## src/rtl/muldiv_pkg.sv

```systemverilog
// muldiv_pkg: opcode encodings, FSM state codes and opcode classifiers shared by the HI/LO unit
package muldiv_pkg;
  localparam logic [2:0] OP_MULT  = 3'd0;
  localparam logic [2:0] OP_MULTU = 3'd1;
  localparam logic [2:0] OP_DIV   = 3'd2;
  localparam logic [2:0] OP_DIVU  = 3'd3;
  localparam logic [2:0] OP_MADD  = 3'd4;
  localparam logic [2:0] OP_MSUB  = 3'd5;
  localparam logic [2:0] OP_MTHI  = 3'd6;
  localparam logic [2:0] OP_MTLO  = 3'd7;
  localparam logic [1:0] S_IDLE = 2'd0;
  localparam logic [1:0] S_MUL  = 2'd1;
  localparam logic [1:0] S_DIV  = 2'd2;
  localparam logic [1:0] S_FIX  = 2'd3;
  function automatic logic is_mul(input logic [2:0] op);
    return op == OP_MULT || op == OP_MULTU || op == OP_MADD || op == OP_MSUB;
  endfunction
  function automatic logic is_div(input logic [2:0] op);
    return op == OP_DIV || op == OP_DIVU;
  endfunction
endpackage

```

## src/rtl/muldiv_div_core.sv

```systemverilog
// muldiv_div_core: restoring divider on unsigned magnitudes, one quotient bit per enabled cycle
module muldiv_div_core #(
  parameter int WIDTH = 32
) (
  input  logic             clk_i,
  input  logic             rst_ni,
  input  logic             load_i,
  input  logic             en_i,
  input  logic [WIDTH-1:0] dividend_i,
  input  logic [WIDTH-1:0] divisor_i,
  output logic [WIDTH-1:0] quot_o,
  output logic [WIDTH-1:0] rem_o,
  output logic             last_o
);
  localparam int CW = $clog2(WIDTH);
  logic [WIDTH-1:0] rem_q, rem_d, quot_q, quot_d, dvs_q, dvs_d;
  logic [CW-1:0] cnt_q, cnt_d;
  logic [WIDTH:0] shifted, diff;
  // quot_q doubles as the dividend shift register: its MSB feeds the partial remainder
  assign shifted = {rem_q, quot_q[WIDTH-1]};
  assign diff = shifted - {1'b0, dvs_q};
  assign last_o = cnt_q == CW'(WIDTH - 1);
  assign quot_o = quot_q;
  assign rem_o = rem_q;
  always_comb begin
    rem_d = load_i ? '0 : en_i ? (diff[WIDTH] ? shifted[WIDTH-1:0] : diff[WIDTH-1:0]) : rem_q;
    quot_d = load_i ? dividend_i : en_i ? {quot_q[WIDTH-2:0], ~diff[WIDTH]} : quot_q;
    dvs_d = load_i ? divisor_i : dvs_q;
    cnt_d = load_i ? '0 : en_i ? cnt_q + 1'b1 : cnt_q;
  end
  always_ff @(posedge clk_i or negedge rst_ni)
    if (!rst_ni) begin
      rem_q <= '0;
      quot_q <= '0;
      dvs_q <= '0;
      cnt_q <= '0;
    end else begin
      rem_q <= rem_d;
      quot_q <= quot_d;
      dvs_q <= dvs_d;
      cnt_q <= cnt_d;
    end
endmodule

```

## src/rtl/muldiv_hilo_unit.sv

```systemverilog
// muldiv_hilo_unit: MIPS-style HI/LO multiply, multiply-accumulate and multi-cycle divide unit
module muldiv_hilo_unit
  import muldiv_pkg::*;
#(
  parameter int WIDTH = 32
) (
  input  logic             Clk,
  input  logic             Rst_n,
  input  logic             Start,
  input  logic [2:0]       Op,
  input  logic [WIDTH-1:0] A,
  input  logic [WIDTH-1:0] B,
  output logic             Busy,
  output logic             Done,
  output logic [WIDTH-1:0] Hi,
  output logic [WIDTH-1:0] Lo,
  output logic             DivByZero
);
  logic [1:0] state_q, state_d;
  logic [2:0] op_q, op_d;
  logic [WIDTH-1:0] a_q, a_d, b_q, b_d, hi_q, hi_d, lo_q, lo_d;
  logic done_q, done_d, dbz_q, dbz_d, qneg_q, qneg_d, rneg_q, rneg_d;
  logic accept, sgn, div_zero, div_load, div_last;
  logic [WIDTH-1:0] a_mag, b_mag, quot, rem, quot_s, rem_s;
  logic [2*WIDTH-1:0] ea, eb, prod, hilo;
  assign accept = Start && state_q == S_IDLE;
  assign sgn = Op == OP_DIV;
  assign a_mag = (sgn && A[WIDTH-1]) ? -A : A;
  assign b_mag = (sgn && B[WIDTH-1]) ? -B : B;
  assign div_zero = accept && is_div(Op) && B == '0;
  assign div_load = accept && is_div(Op) && B != '0;
  // only MULTU zero-extends; MADD/MSUB accumulate a signed product
  assign ea = {{WIDTH{op_q != OP_MULTU && a_q[WIDTH-1]}}, a_q};
  assign eb = {{WIDTH{op_q != OP_MULTU && b_q[WIDTH-1]}}, b_q};
  assign prod = ea * eb;
  assign hilo = op_q == OP_MADD ? {hi_q, lo_q} + prod : op_q == OP_MSUB ? {hi_q, lo_q} - prod : prod;
  assign quot_s = qneg_q ? -quot : quot;
  assign rem_s = rneg_q ? -rem : rem;
  muldiv_div_core #(.WIDTH(WIDTH)) u_div (
    .clk_i(Clk),
    .rst_ni(Rst_n),
    .load_i(div_load),
    .en_i(state_q == S_DIV),
    .dividend_i(a_mag),
    .divisor_i(b_mag),
    .quot_o(quot),
    .rem_o(rem),
    .last_o(div_last)
  );
  always_comb begin
    state_d = state_q == S_IDLE ? (accept && is_mul(Op) ? S_MUL : div_load ? S_DIV : S_IDLE) :
              state_q == S_DIV ? (div_last ? S_FIX : S_DIV) : S_IDLE;
    op_d = accept ? Op : op_q;
    a_d = accept ? A : a_q;
    b_d = accept ? B : b_q;
    hi_d = state_q == S_MUL ? hilo[2*WIDTH-1:WIDTH] : state_q == S_FIX ? rem_s :
           (accept && Op == OP_MTHI) ? A : hi_q;
    lo_d = state_q == S_MUL ? hilo[WIDTH-1:0] : state_q == S_FIX ? quot_s :
           (accept && Op == OP_MTLO) ? A : lo_q;
    done_d = (accept && (Op == OP_MTHI || Op == OP_MTLO)) || div_zero || state_q == S_MUL || state_q == S_FIX;
    dbz_d = accept ? div_zero : dbz_q;
    qneg_d = div_load ? sgn && (A[WIDTH-1] ^ B[WIDTH-1]) : qneg_q;
    rneg_d = div_load ? sgn && A[WIDTH-1] : rneg_q;
  end
  always_ff @(posedge Clk or negedge Rst_n)
    if (!Rst_n) begin
      state_q <= S_IDLE;
      op_q <= '0;
      a_q <= '0;
      b_q <= '0;
      hi_q <= '0;
      lo_q <= '0;
      done_q <= 1'b0;
      dbz_q <= 1'b0;
      qneg_q <= 1'b0;
      rneg_q <= 1'b0;
    end else begin
      state_q <= state_d;
      op_q <= op_d;
      a_q <= a_d;
      b_q <= b_d;
      hi_q <= hi_d;
      lo_q <= lo_d;
      done_q <= done_d;
      dbz_q <= dbz_d;
      qneg_q <= qneg_d;
      rneg_q <= rneg_d;
    end
  assign Busy = state_q != S_IDLE;
  assign Done = done_q;
  assign Hi = hi_q;
  assign Lo = lo_q;
  assign DivByZero = dbz_q;
endmodule

```

## config.mk

```make
export PLATFORM = sky130hd
export DESIGN_NAME = muldiv_hilo_unit
export DESIGN_NICKNAME = d
export VERILOG_FILES = /design/src/rtl/muldiv_pkg.sv /design/src/rtl/muldiv_div_core.sv /design/src/rtl/muldiv_hilo_unit.sv
export SDC_FILE = /design/constraint.sdc
export NUM_CORES = 2
export LEC_CHECK = 0
export BUFFER_PORTS_ARGS = -buffer_cell sky130_fd_sc_hd__buf_2
export CAP_MARGIN = 10
export CORE_MARGIN = 4
export CORE_UTILIZATION = 55
export DETAILED_ROUTE_END_ITERATION = 16
export PLACE_DENSITY = 0.76
export SYNTH_ARGS = -nofsm -noshare
export SYNTH_HDL_FRONTEND = slang
export SYNTH_SLANG_ARGS = --single-unit
export TNS_END_PERCENT = 5
```

## constraint.sdc

```tcl
create_clock -name Clk -period 19.6 [get_ports Clk]
set_input_delay 0 -clock Clk [delete_from_list [all_inputs] [get_ports Clk]]
set_output_delay 0 -clock Clk [all_outputs]
set_load 0.01 [all_outputs]
```

# ---- Yosys cells after proc, flatten, opt, wreduce, memory -nomap -nowiden
# Cells that the tools add are included.
dict set report word_totals {
  inputBits 70
  register_bits 238
  output_inout_bits 67
  word_cells 92
}
dict set report classes {
  multipliers 1
  n_addsub 8
  bitwise 2
  n_reduce_logical 29
  n_mux 24
  n_eq_ne 14
}
# cell count
set ops {}
lappend ops {{2-to-1 mux 32 bit} 15}
lappend ops {{2-to-1 mux 64 bit} 2}
lappend ops {{negation 32 bit} 4}
lappend ops {{adder 64 bit} 1}
lappend ops {{multiplier 33 x 33 -> 64 bit} 1}
lappend ops {{subtractor 64 bit} 1}
lappend ops {{subtractor 33 x 32 -> 33 bit} 1}
lappend ops {{zero test 32 bit} 1}
lappend ops {{nonzero test 32 bit} 1}
lappend ops {{equality test 3 bit, second input constant} 6}
lappend ops {{logical AND 1 bit} 13}
lappend ops {{2-to-1 mux 5 bit} 2}
lappend ops {{logical OR 1 bit} 8}
lappend ops {{2-to-1 mux 2 bit} 4}
lappend ops {{equality test 3 x 2 -> 1 bit, second input constant} 2}
lappend ops {{nonzero test 3 bit} 2}
lappend ops {{adder 5 x 1 -> 5 bit, second input constant} 1}
lappend ops {{equality test 5 bit, second input constant} 1}
lappend ops {{equality test 2 bit, second input constant} 2}
lappend ops {{nonzero test 2 bit} 2}
lappend ops {{equality test 3 x 1 -> 1 bit, second input constant} 1}
lappend ops {{zero test 3 bit} 1}
lappend ops {{!= test 3 x 1 -> 1 bit, second input constant} 1}
lappend ops {{equality test 2 x 1 -> 1 bit, second input constant} 1}
lappend ops {{other kinds (4)} 4}

# ---- Depth between registers and ports, before layout
dict set report logic_depth {
  word_depth 7
  ltp_mapped 48
  depth_no_buf 45
}

# ---- Cells and area by module
# From an unflattened synthesis, not the netlist that was laid out.
dict set report unflattened {
  hier_cells 7066
  hier_area_um2 60455.5
}
# mod cells_per_inst instances area_per_inst_um2 seq_area_each_um2
set by_module_without_submodules {}
lappend by_module_without_submodules {muldiv_hilo_unit 6339 1 54116.9 3428.3}
lappend by_module_without_submodules {muldiv_div_core 727 1 6338.6 2527.4}

# ---- Worst setup path before layout
# Ideal clock, no wire load.
dict set report synth_timing {
  kind {register -> register}
  startpoint {register op_q[0]}
  endpoint {register hi_q[31] (netlist: Hi[31])}
  t_arrival_ns 10.802
  period_less_slack_ns 10.879
  setup_ns 0.077
  required_time_ns 19.523
  path_buffers 4
  stages_incl_launch_ff 42
  slack_ns 8.721
  cell_sequence {dfrtp_1 clkbuf_1 inv_1 clkbuf_1 or3_1 and2_1 clkbuf_1 nand2_1 inv_1 fa_1 fa_1 fa_1 fa_1 inv_1 fa_1 fa_1 fa_1 fa_1 [... 6 more ...] nand2_1 o21ai_0 nor2_1 nor2_1 xor2_1 ha_1 clkbuf_1 and2_1 a221oi_1 a311oi_1 o32ai_1 o21ai_0 o21ai_0 a31oi_1 or4_1 o2111ai_1 xnor3_1 a21oi_1}
}
dict set report synth_via {
  elab_chain_cells 7
  word_cells_on_any_way 11
  cone_classes {add/sub (2); mul (1); eq/ne (3); mux (3); reduce/logical (2)}
}
# item line_no
set synth_rtl {}
lappend synth_rtl {{from (decl)} muldiv_hilo_unit.sv:20} ;# logic [2:0] op_q, op_d;
lappend synth_rtl {{from (signal assigned)} muldiv_hilo_unit.sv:79} ;# op_q <= op_d;
lappend synth_rtl {{!= test 3 x 1 -> 1 bit} {muldiv_hilo_unit.sv:33, muldiv_hilo_unit.sv:34}}
lappend synth_rtl {{logical AND 1 bit, on equally long branches} {muldiv_hilo_unit.sv:33, muldiv_hilo_unit.sv:34}}
lappend synth_rtl {{multiplier 33 x 33 -> 64 bit} muldiv_hilo_unit.sv:35} ;# assign prod = ea * eb;
lappend synth_rtl {{subtractor 64 bit} muldiv_hilo_unit.sv:36} ;# assign hilo = op_q == OP_MADD ? {hi_q, lo_q} + prod : op_q == OP_MSUB ? {hi_q, lo_q} - prod : prod;
lappend synth_rtl {{2-to-1 mux 64 bit} muldiv_hilo_unit.sv:36}
lappend synth_rtl {{2-to-1 mux 64 bit *} muldiv_hilo_unit.sv:36}
lappend synth_rtl {{2-to-1 mux 32 bit *} muldiv_hilo_unit.sv:56} ;# hi_d = state_q == S_MUL ? hilo[2*WIDTH-1:WIDTH] : state_q == S_FIX ? rem_s :
lappend synth_rtl {{to (signal assigned)} muldiv_hilo_unit.sv:82} ;# hi_q <= hi_d;
lappend synth_rtl {{to (decl)} muldiv_hilo_unit.sv:21} ;# logic [WIDTH-1:0] a_q, a_d, b_q, b_d, hi_q, hi_d, lo_q, lo_d;
# Mark *: on every way between the ends. The rest lies on a longest branch, timed or not.
# A chain may end at the register's enable or synchronous reset.

# ---- Worst setup path after layout
# Ends and elaborated chain as after synthesis.

==> flow_summary.ini <==
[timing]
rsz0062_at_grt = no
slew_viol_final = 0
fin_setup_tns_ns = 0
period_share = 0.687
post-route-min-period_ns = 13.47
clock_skew_ns = 0.0114
worst_slew_margin_rel = 0.177
tightest_slew_ns = 1.22
final_hold_viol_count = 0
clock.fmax_ghz = 0.0742
setup_viol = 0
layout_setup_ws_ns = 6.13

[global_route]
grt_first_pass_wirelength_um = 292000
grt_max_degree = 109
grt_pass1_vias = 52400
track_usage = 0.328
grt_overflow = 0
antenna_found_initial = 7

[cts]
clk_pin_slew_ns = 0.08
cts_tree = yes
postCtsSetupBuffers = 0
clk_path_buf_depth = 3
root_buffer = clkbuf_16
numCtsBuffers = 22
ctsHtreeMaxLevel = 1
clk_latency_ns = 0.54
clkSinkCount = 238

[layout]
final_nets = 8443
final_area_um2 = 63000
final_cell_mix = inv_1, fa_1, nand2_1
area_growth_pct = 5.40
layoutNonFillerInstCount = 8296
multi_input_area_um2 = 47600
layout_commonest_cell = inv_1
area.sequential_um2 = 5960
layout-drive-gt1-share = 0.0582
n_fill_cell = 9347

[worst_setup_path]
slowest_delay_ns = 0.68
critPathMostFrequentCell = fa_1
start_kind = flip-flop
critPathMaxFanout = 57
critical_path_class = reg2reg
required_ns = 20.07
worstRegToRegCells = 39
ff2ff_setup_slack_ns = 6.13
arrival_ns = 13.94
reg2reg_from = op_q[0]
regToRegEndpoint = Hi[31]
crit_slowest_cell = fa_1
endpoint_kind = flip-flop

[synthesis]
synth_warnings = 0
async_flop_share = 1.00
synth_top_area_frac = 0.378
netlist-cell-type-count = 86
synth_edf_count = 0
synthTopCellsByArea = fa_1, dfrtp_1, inv_1
synth_flop_cell = dfrtp_1
synthCells = 6936
syn_area_um2 = 59800
synth.largest_area_cell = fa_1
seq_area_frac_synth = 0.0997
synth-seq-cells = 238
syn_nets = 8510
synth_area_per_cell_um2 = 8.61

[place]
routabilityCongestion = 0.974
portBuffers = 136
place_ws_ns = 6.37
hpwl_um = 147000
dpl.cell_count = 8184
place_area_um2 = 61500

[min_path]
hold_path_class = in2reg
hold_depth = 2
hp-start = A[21]
min_delay_worst_endpoint = a_q[21]

[floorplanning]
start_util = 0.556
dieArea_um2 = 114000
rows = 120
core_area_um2 = 108000
die_w_um = 338
die_y_um = 338
io_pins = 137

[detailed_routing]
first_pass_iters = 6
drtIter0Drc = 4275
via_per_inst = 6.05
routedWlPerCell_um = 22.1
drc = 0
detail-route-antenna-nets = 0
vias = 50200
drt-total-wl_um = 184000

[outcome]
outcome = completed

[job]
drv_cap = 0
==> critical path: cells and delay by family, from the launching register on <==
family / cells / cell delay (ns)
fa+ha+maj: 10 / 5.27
buf+inv: 6 / 1.70
simple gates: 11 / 3.04
flops: 1 / 0.35
xor+xnor: 2 / 0.64
compound gates: 10 / 2.35
==> kinds of logic after synthesis <==
logic type,Yosys count,share of synthesized area
compound gates,1146,0.123
buf+inv,1652,0.104
simple gates,1996,0.154
flops,238,0.0997
xor+xnor,282,0.0416
mux,118,0.0211
fa+ha+maj,1504,0.457
==> metal layers <==
metal	routed length, um	part of all wire	up-vias	global-route usage
li1	-	-	21700	-
met1	70300	0.38	25500	0.426
met2	87600	0.48	2397	0.539
met3	15000	0.082	619	0.0528
met4	10600	0.058	8	0.157
met5	66	0.00036	-	0
==> synth_stat cells (35+ instances only) <==
master	count
xor2_1	101
fa_1	1128
a31oi_1	55
o21bai_1	41
and3_1	49
nand3_1	55
ha_1	376
mux2_2	65
xnor2_1	180
o21ai_0	281
a21o_1	102
and2_1	305
clkbuf_1	371
nor2b_1	35
o211ai_1	36
dfrtp_1	238
nor3_1	50
a21oi_1	313
mux2i_1	53
nor2_1	292
nand2b_1	38
o31ai_1	44
nand2_1	1009
inv_1	1261
==> sequential cells by signal (all words and copies together), names as in the netlist <==
| register | count |
|---|---|
| u_div.dvs_q | 32 |
| b_q | 32 |
| qneg_q | 1 |
| u_div.quot_o | 32 |
| Done | 1 |
| a_q | 32 |
| u_div.cnt_q | 5 |
| u_div.rem_o | 32 |
| Lo | 32 |
| state_q | 2 |
| op_q | 3 |
| Hi | 32 |
| DivByZero | 1 |
| rneg_q | 1 |
==> cell type report <==
cell class	instances	area share
diodes	8	0.000318
clock buffers	27	0.00970
clock inverters	13	0.00316
inverters	1264	0.0753
multi-input cells	5046	0.756
flip-flops and latches	238	0.0947
well taps	1403	0.0279
repair buffers	297	0.0327
==> stage by stage <==
step / hold WS [ns] / util
detailed placement: 0.120 / 0.572
floorplan: -0.296 / -
CTS: 0.00317 / 0.586
global placement: 0.114 / 0.572
global route: 0.0114 / 0.586
finish: 0.0346 / 0.586
==> worst max path at each step <==
| stage | start | end | slack, ns | depth (start not counted) |
|---|---|---|---|---|
| after CTS | op_q[0] | Hi[31] | 6.31 | 39 |
| after global placement | op_q[0] | Hi[31] | 6.60 | 39 |
| after floorplan | op_q[0] | Hi[31] | 8.72 | 41 |
| after global routing | op_q[0] | Hi[31] | 5.46 | 39 |
| after detailed placement | op_q[0] | Hi[31] | 6.37 | 39 |
| final | op_q[0] | Hi[31] | 6.13 | 39 |
==> what timing repair did <==
item | in CTS | in global routing
resized for setup | 0 | 0
hold buffers | 64 | 0
setup endpoints to repair | 0 | 0
hold endpoints to repair | 232 | 0
Power is left out: the tool's default activity adds up to more than one toggle a clock period on the data nets, which glitch-free logic cannot reach.
